**config.mk**
```make
export PLATFORM = sky130hd
export DESIGN_NAME = serial_adder
export DESIGN_NICKNAME = d
export VERILOG_FILES = /design/src/rtl/serial_adder_pkg.sv /design/src/rtl/serial_adder_fulladder.sv /design/src/rtl/serial_adder_halfadder.sv /design/src/rtl/serial_adder.sv
export SDC_FILE = /design/constraint.sdc
export NUM_CORES = 1
export LEC_CHECK = 0
export ABC_AREA = 1
export CAP_MARGIN = 20
export CORE_UTILIZATION = 40
export CTS_BUF_LIST = sky130_fd_sc_hd__clkbuf_8
export CTS_CLUSTER_DIAMETER = 80
export DETAILED_ROUTE_END_ITERATION = 12
export DONT_BUFFER_PORTS = 1
export PLACE_DENSITY = 0.56
export SKIP_LAST_GASP = 1
export SYNTH_ARGS = -nofsm -noshare
export SYNTH_HDL_FRONTEND = slang
export SYNTH_SLANG_ARGS = --single-unit
```
**constraint.sdc**
```tcl
create_clock -name i_w_clk -period 2.9 [get_ports i_w_clk]
set_input_delay 0.58 -clock i_w_clk [delete_from_list [all_inputs] [get_ports i_w_clk]]
set_output_delay 0.58 -clock i_w_clk [all_outputs]
set_load 0.01 [all_outputs]
```
**src/rtl/serial_adder_pkg.sv**
```systemverilog
// Shared definitions for the bit-serial adder: state encoding and counter sizing.
package serial_adder_pkg;

  localparam logic [1:0] ST_IDLE = 2'd0;
  localparam logic [1:0] ST_RUN  = 2'd1;
  localparam logic [1:0] ST_DONE = 2'd2;

  // Bit counter only has to reach WIDTH-1, so $clog2(WIDTH) bits never overflow.
  function automatic int cnt_width(input int width);
    return (width < 2) ? 1 : $clog2(width);
  endfunction

endpackage

```
**src/rtl/serial_adder_fulladder.sv**
```systemverilog
// One-bit full adder built from two half adders and an OR for the carry.
module fulladder (
  input  logic a_i,
  input  logic b_i,
  input  logic cin_i,
  output logic s_o,
  output logic cout_o
);

  logic s1;
  logic c1;
  logic c2;

  halfadder u_ha0 (
    .a_i (a_i),
    .b_i (b_i),
    .s_o (s1),
    .c_o (c1)
  );

  halfadder u_ha1 (
    .a_i (s1),
    .b_i (cin_i),
    .s_o (s_o),
    .c_o (c2)
  );

  assign cout_o = c1 | c2;

endmodule

```
**src/rtl/serial_adder_halfadder.sv**
```systemverilog
// One-bit half adder used twice inside the full adder.
module halfadder (
  input  logic a_i,
  input  logic b_i,
  output logic s_o,
  output logic c_o
);

  assign s_o = a_i ^ b_i;
  assign c_o = a_i & b_i;

endmodule

```
**src/rtl/serial_adder.sv**
```systemverilog
// Bit-serial WIDTH-bit adder, LSB first. Handshake: a request is taken when
// i_w_start=1 and o_w_ready=1 at a rising edge; o_r_done pulses one cycle when the result is valid.
module serial_adder
  import serial_adder_pkg::*;
#(
  parameter int WIDTH = 8
) (
  input  logic             i_w_clk,
  input  logic             i_w_reset,
  input  logic             i_w_start,
  input  logic [WIDTH-1:0] i_w_a,
  input  logic [WIDTH-1:0] i_w_b,
  input  logic             i_w_cin,
  output logic             o_w_ready,
  output logic [WIDTH-1:0] o_r_sum,
  output logic             o_r_cout,
  output logic             o_r_done,
  output logic [1:0]       o_w_state
);

  localparam int CW = cnt_width(WIDTH);
  localparam logic [CW-1:0] CNT_LAST = CW'(WIDTH - 1);
  localparam logic [CW-1:0] CNT_ONE  = CW'(1);

  logic [1:0]       state_q, state_d;
  logic [WIDTH-1:0] a_sh_q, a_sh_d;
  logic [WIDTH-1:0] b_sh_q, b_sh_d;
  logic [WIDTH-1:0] sum_q, sum_d;
  logic [CW-1:0]    cnt_q, cnt_d;
  logic             carry_q, carry_d;
  logic             cout_q, cout_d;
  logic             done_q, done_d;
  logic             fa_s;
  logic             fa_cout;
  logic             last_bit;

  fulladder u_fa (
    .a_i    (a_sh_q[0]),
    .b_i    (b_sh_q[0]),
    .cin_i  (carry_q),
    .s_o    (fa_s),
    .cout_o (fa_cout)
  );

  assign last_bit = (state_q == ST_RUN) && (cnt_q == CNT_LAST);

  // State register
  always_ff @(posedge i_w_clk) begin
    if (i_w_reset) state_q <= ST_IDLE;
    else           state_q <= state_d;
  end

  // Next-state logic; the unused code 2'd3 behaves as IDLE
  always_comb begin
    state_d = ST_IDLE;
    case (state_q)
      ST_RUN:  state_d = last_bit ? ST_DONE : ST_RUN;
      ST_DONE: state_d = ST_IDLE;
      default: state_d = i_w_start ? ST_RUN : ST_IDLE;
    endcase
  end

  // FSM outputs
  always_comb begin
    o_w_ready = (state_q != ST_RUN) && (state_q != ST_DONE);
    o_w_state = state_q;
  end

  // Datapath next values
  always_comb begin
    a_sh_d  = a_sh_q;
    b_sh_d  = b_sh_q;
    sum_d   = sum_q;
    cnt_d   = cnt_q;
    carry_d = carry_q;
    cout_d  = cout_q;
    done_d  = 1'b0;
    if (state_q == ST_RUN) begin
      sum_d   = {fa_s, sum_q[WIDTH-1:1]};
      a_sh_d  = {1'b0, a_sh_q[WIDTH-1:1]};
      b_sh_d  = {1'b0, b_sh_q[WIDTH-1:1]};
      carry_d = fa_cout;
      cnt_d   = cnt_q + CNT_ONE;
      if (last_bit) begin
        cout_d = fa_cout;
        done_d = 1'b1;
      end
    end else if (o_w_ready && i_w_start) begin
      a_sh_d  = i_w_a;
      b_sh_d  = i_w_b;
      carry_d = i_w_cin;
      cnt_d   = '0;
    end
  end

  always_ff @(posedge i_w_clk) begin
    if (i_w_reset) begin
      a_sh_q  <= '0;
      b_sh_q  <= '0;
      sum_q   <= '0;
      cnt_q   <= '0;
      carry_q <= 1'b0;
      cout_q  <= 1'b0;
      done_q  <= 1'b0;
    end else begin
      a_sh_q  <= a_sh_d;
      b_sh_q  <= b_sh_d;
      sum_q   <= sum_d;
      cnt_q   <= cnt_d;
      carry_q <= carry_d;
      cout_q  <= cout_d;
      done_q  <= done_d;
    end
  end

  assign o_r_sum  = sum_q;
  assign o_r_cout = cout_q;
  assign o_r_done = done_q;

endmodule

```
==> impl_metrics.csv, run 1 <==
group,metric,value,unit
timing,hold_viol_final,0,
finish,multi_input_comb_area,711,um2
logic_synthesis,async_flop_share,0,
timing,worstMarginPinSlew,384,ps
logic_synthesis,syn-num-nets,255,
die,rows,21,
clock_tree,root_buffer,"clkbuf_8",
timing,slew_headroom,0.744,
timing,rsz0062_at_grt,"no",
placed_design,post-place-ws,1250,ps
detailed_routing,finalWirelength,2.88,mm
setup_path,critPathMaxStageDelay,420,ps
finish,syn_to_final_growth,8.54,%
logic_synthesis,netlist-cell-type-count,13,
finish,antenna_cells,0,
finish,num-nets-final,256,
die,core,3470,um2
setup_path,critPathArrivalTime,1120,ps
die,die_w,63.1,um
placed_design,dp_hpwl,1.97,mm
setup_path,cp-end-kind,"primary output",
finish,regArea,641,um2
logic_synthesis,ys_seq_elements,32,
logic_synthesis,synth_cells,229,
logic_synthesis,yosysSeqAreaShare,0.429,
die,io_pins,33,
clock_tree,htreeDepth,2,
setup_path,crit_fanout,4,
logic_synthesis,synth_edf_count,0,
outcome,outcome,"completed",
timing,whs,361,ps
setup_path,crit_slowest_cell,"dfxtp_1",
min_path,min_path_type,"primary input to flip-flop",
timing,fin_crit_sh,0.585,
detailed_routing,routedWlPerCell,10.4,um
min_path,min_path_cells,1,
power_and_ir_drop,power.leakage,0.829,nW
detailed_routing,drtPass1Iterations,4,
timing,final.min_clock_period,1700,ps
clock_tree,clockBufferDepth,2,
logic_synthesis,synth.cell_area,1490,um2
global_routing,grt_pass1_vias,1120,
clock_tree,cts-buffers-inserted,5,
clock_tree,clk_latency,280,ps
detailed_routing,vias,1245,
global_routing,grt_max_degree,22,
logic_synthesis,synth_common_cells,"nand2_1, nor2_1, dfxtp_1",
clock_tree,post_cts_buffers,0,
clock_tree,cts_tree,"done",
logic_synthesis,synthTopCellsByArea,"dfxtp_1, nand2_1, nor2_1",
global_routing,grt_usage,0.161,
logic_synthesis,yosysWarnings,0,
setup_path,cp.buffers_inverters,1,
die,dieArea,3980,um2
clock_tree,cts_resized,0,
placed_design,gp_congestion,0.734,
timing,setup_ws,1200,ps
finish,nFillCells,389,
logic_synthesis,syn_avg_cell_area,6.52,um2
logic_synthesis,synth_top_area_cell,"dfxtp_1",
setup_path,critical_path_class,"flip-flop to primary output",
setup_path,cp.required,2320,ps
detailed_routing,route.detailed.drc,0,
setup_path,reg2reg_depth,7,
global_routing,antenna_found_initial,0,
timing,setup_tns,0,ps
setup_path,start_kind,"flip-flop",
setup_path,critPathTopFamily,"flip-flops",
die,die_h,63.1,um
setup_path,crit_chain,"inv_1, ha_1",
finish,drive_gt1_frac,0.0606,
timing,fmax,589,MHz
power_and_ir_drop,power.total,1.01,mW
logic_synthesis,yosysMostFrequentCell,"nand2_1",
clock_tree,hold_buffers,0,
timing,finalSetupViolCount,0,
timing,clock-skew-final,2.47,ps
placed_design,io_buffers,0,
die,start_util,0.431,
logic_synthesis,synth_flop_cell,"dfxtp_1",
global_routing,overflow,0,
finish,fin_util,0.468,
detailed_routing,avgViaCountPerCell,4.49,
detailed_routing,ant_nets,0,
logic_synthesis,synth_top_cell_area_share,0.429,
timing,slew_viol_final,0,
power_and_ir_drop,ir_worst_vdd,0.298,mV
global_routing,grt_pass1_wl,5.04,mm
run,maxCapViolCount,0,
setup_path,cp_num_cells,2,
clock_tree,clkTransAtPathRegs,70,ps
detailed_routing,drtIter0Drc,76,
power_and_ir_drop,power.density,622,nW/um2
clock_tree,clock-sinks,32,
[layout by cell type, fill, tap and decap left out]
cell / netlist / routed
clkinv_1: 1 / 1
inv_2: 2 / 2
dfxtp_1: 32 / 32
inv_1: 21 / 21
nand3_1: 19 / 19
fa_1: 1 / 1
a21oi_1: 2 / 2
clkinv_2: 0 / 2
ha_1: 5 / 5
buf_4: 1 / 4
nor2_1: 57 / 57
nand2_1: 69 / 69
o21ai_0: 10 / 10
clkbuf_8: 0 / 6
[power breakdown]
part | internal (mW) | total, mW | switching [mW]
Combinational | 0.0558 | 0.153 | 0.0970
Clock | 0.189 | 0.349 | 0.160
Sequential | 0.478 | 0.506 | 0.0283
Total | 0.723 | 1.01 | 0.286
[worst reg2reg max path, stage by stage (launching register included)]
cell and delay [ps]:
dfxtp_1 420, inv_1 70, ha_1 350, nand2_1 230
nand2_1 120, inv_2 230, nor2_1 70, nor2_1 100
[registers in the layout, indices dropped and copies added (netlist names)]
name,count
b_sh_q,8
o_r_done,1
o_r_sum,8
o_r_cout,1
carry_q,1
a_sh_q,8
o_w_state,2
cnt_q,3
[per-layer routing]
metal / global-route usage / share of wire / vias to the layer above
met5: 0 / 0 / -
met3: 0.0634 / 0.055 / 2
met2: 0.254 / 0.43 / 23
li1: - / - / 690
met4: 0.0610 / 0.0080 / 0
met1: 0.196 / 0.51 / 530
[per-stage QoR]
step,instances,cell area (um2)
after floorplan,229,1490
after global placement,269,1530
after detailed placement,269,1530
after CTS,277,1620
after global routing,277,1620
final,277,1620
[final timing paths]
| kind | end | from | slack, ps |
|---|---|---|---|
| max | o_w_ready | o_w_state[0]$_SDFF_PP0_ | 1200 |
| min reg2reg | cnt_q[2]$_SDFFE_PP0P_ | cnt_q[2]$_SDFFE_PP0P_ | 480 |
| min | cnt_q[1]$_SDFFE_PP0P_ | i_w_reset | 360 |
| max reg2reg | b_sh_q[4]$_SDFFE_PP0P_ | o_w_state[0]$_SDFF_PP0_ | 1240 |
[area by class of cell]
class | instances | area share
clock inverter | 2 | 0.00617
tap | 46 | 0.0355
clock buffer | 6 | 0.0509
inverter | 24 | 0.0556
multi-input combinational | 163 | 0.438
timing repair buffer | 4 | 0.0185
sequential | 32 | 0.395
[logic make-up (layout without fill, tap and decap cells)]
family,Yosys count,after routing,synth area share
adder cells (fa/ha/maj),6,6,0.0553
buffers and inverters,34,36,0.0955
AO/OA/AOI/OAI,12,12,0.0402
AND/OR/NAND/NOR,145,145,0.380
flip-flops,32,32,0.429
(Power assumes the default switching activity.)
==> run 2: changes to the inputs <==
--- a/config.mk
+++ b/config.mk
@@ -12,7 +12,7 @@
 export CTS_CLUSTER_DIAMETER = 80
 export DETAILED_ROUTE_END_ITERATION = 12
 export DONT_BUFFER_PORTS = 1
-export PLACE_DENSITY = 0.56
+export PLACE_DENSITY = 0.58
 export SKIP_LAST_GASP = 1
 export SYNTH_ARGS = -nofsm -noshare
 export SYNTH_HDL_FRONTEND = slang
==> constraint.sdc (replaced) <==
create_clock -name i_w_clk -period 1.5 [get_ports i_w_clk]
set_input_delay 0.3 -clock i_w_clk [delete_from_list [all_inputs] [get_ports i_w_clk]]
set_output_delay 0.3 -clock i_w_clk [all_outputs]
set_load 0.01 [all_outputs]
==> impl_metrics.csv, run 2 (synthesized netlist as in run 1, its figures left out) <==
group,metric,value,unit
outcome,outcome,"completed",
run,maxCapViolCount,0,
die,dieArea,3980,um2
die,die_w,63.1,um
detailed_routing,drtPass1Iterations,4,
setup_path,crit_fanout,2,
finish,num-nets-final,264,
finish,multi_input_comb_area,711,um2
timing,fmax,718,MHz
clock_tree,hold_buffers,0,
timing,clock-skew-final,4.20,ps
global_routing,grt_pass1_vias,1238,
clock_tree,cts-buffers-inserted,5,
placed_design,dp_hpwl,2.09,mm
global_routing,grt_max_degree,21,
clock_tree,clock-sinks,32,
die,rows,21,
detailed_routing,drtIter0Drc,64,
placed_design,gp_congestion,0.753,
setup_path,critPathArrivalTime,1090,ps
setup_path,cp.buffers_inverters,2,
setup_path,critical_path_class,"flip-flop to primary output",
detailed_routing,route.detailed.drc,0,
setup_path,critPathTopFamily,"flip-flops",
min_path,min_path_type,"primary input to flip-flop",
clock_tree,clockBufferDepth,2,
timing,fin_crit_sh,0.929,
finish,final_cell_mix,"nand2_1, nor2_1, dfxtp_1",
setup_path,crit_chain,"inv_1, ha_1, buf_4",
finish,fin_util,0.485,
clock_tree,cts_tree,"done",
clock_tree,root_buffer,"clkbuf_8",
timing,slew_headroom,0.845,
timing,final.min_clock_period,1390,ps
detailed_routing,ant_nets,0,
power_and_ir_drop,ir_worst_vdd,0.588,mV
global_routing,grt_pass1_wl,5.52,mm
clock_tree,clkTransAtPathRegs,60,ps
setup_path,crit_slowest_cell,"dfxtp_1",
setup_path,cp.required,1200,ps
detailed_routing,vias,1273,
timing,rsz0062_at_grt,"no",
global_routing,grt_usage,0.180,
die,die_h,63.1,um
detailed_routing,avgViaCountPerCell,4.47,
power_and_ir_drop,power.leakage,0.871,nW
clock_tree,htreeDepth,2,
global_routing,overflow,0,
timing,finalSetupViolCount,0,
detailed_routing,finalWirelength,3.10,mm
die,io_pins,33,
power_and_ir_drop,power.density,1170,nW/um2
die,core,3470,um2
die,start_util,0.431,
finish,antenna_cells,0,
timing,worstMarginPinSlew,231,ps
setup_path,start_kind,"flip-flop",
finish,regArea,641,um2
setup_path,critPathMaxStageDelay,320,ps
finish,drive_gt1_frac,0.0837,
detailed_routing,routedWlPerCell,10.9,um
finish,final_common_cell,"nand2_1",
setup_path,cp-end-kind,"primary output",
finish,nFillCells,395,
timing,setup_tns,0,ps
clock_tree,clk_latency,280,ps
placed_design,io_buffers,0,
timing,hold_viol_final,0,
global_routing,antenna_found_initial,0,
timing,slew_viol_final,0,
finish,syn_to_final_growth,12.6,%
clock_tree,post_cts_buffers,0,
==> run 2: power by group <==
group	leakage (nW)	total, mW	internal [mW]	switching (mW)
sequential	0.264	0.977	0.924	0.0528
clock	0.0538	0.670	0.360	0.309
combinational	0.554	0.323	0.127	0.196
total	0.871	1.97	1.41	0.558
==> run 2: final timing paths <==
| path | slack, ps | endpoint | depth (start not counted) | startpoint |
|---|---|---|---|---|
| min | 80 | cnt_q[1]$_SDFFE_PP0P_ | 1 | i_w_reset |
| max reg2reg | 180 | o_w_state[0]$_SDFF_PP0_ | 7 | o_w_state[0]$_SDFF_PP0_ |
| min reg2reg | 480 | cnt_q[1]$_SDFFE_PP0P_ | 2 | cnt_q[1]$_SDFFE_PP0P_ |
| max | 110 | o_w_ready | 3 | o_w_state[0]$_SDFF_PP0_ |
==> run 2: final cells by class <==
class                           count  share of cell area
Clock buffer                        6              0.0491
Multi-Input combinational cell    163               0.423
Timing Repair Buffer               12              0.0536
Inverter                           24              0.0551
Tap cell                           46              0.0342
Clock inverter                      2             0.00446
Sequential cell                    32               0.381
==> run 2: repair_timing <==
item / CTS / global route
endpoints found under the hold margin: 0 / 0
gates resized for setup: 0 / 2
setup endpoints to repair: 0 / 1
==> run 2: metrics by stage <==
| step | setup WS (ps) | instances | power [mW] | area [um2] | hold slack, ps |
|---|---|---|---|---|---|
| global placement | 133 | 277 | 1.32 | 1590 | 373 |
| global route | 37.5 | 285 | 2.10 | 1680 | 78.2 |
| floorplan | 115 | 229 | 1.24 | 1490 | 369 |
| finish | 106 | 285 | 1.97 | 1680 | 82.4 |
| CTS | 97.9 | 285 | 2.00 | 1680 | 73.3 |
| detailed placement | 136 | 277 | 1.32 | 1590 | 372 |
==> run 2: worst register-to-register path, cell delays in order (launching register included) <==
cell and delay [ps]:
dfxtp_1 310, buf_4 150, ha_1 230, inv_2 80, buf_4 230, nor2_1 70, nor2_1 110, nor2_1 50
==> run 2: per-layer routing <==
layer | vias up | GRT usage | share of wire | wire, um
met5 | - | 0 | 0 | 0
met4 | 0 | 0.0785 | 0.017 | 54
met3 | 7 | 0.0707 | 0.068 | 210
met2 | 26 | 0.288 | 0.45 | 1390
met1 | 534 | 0.212 | 0.46 | 1440
li1 | 706 | - | - | -
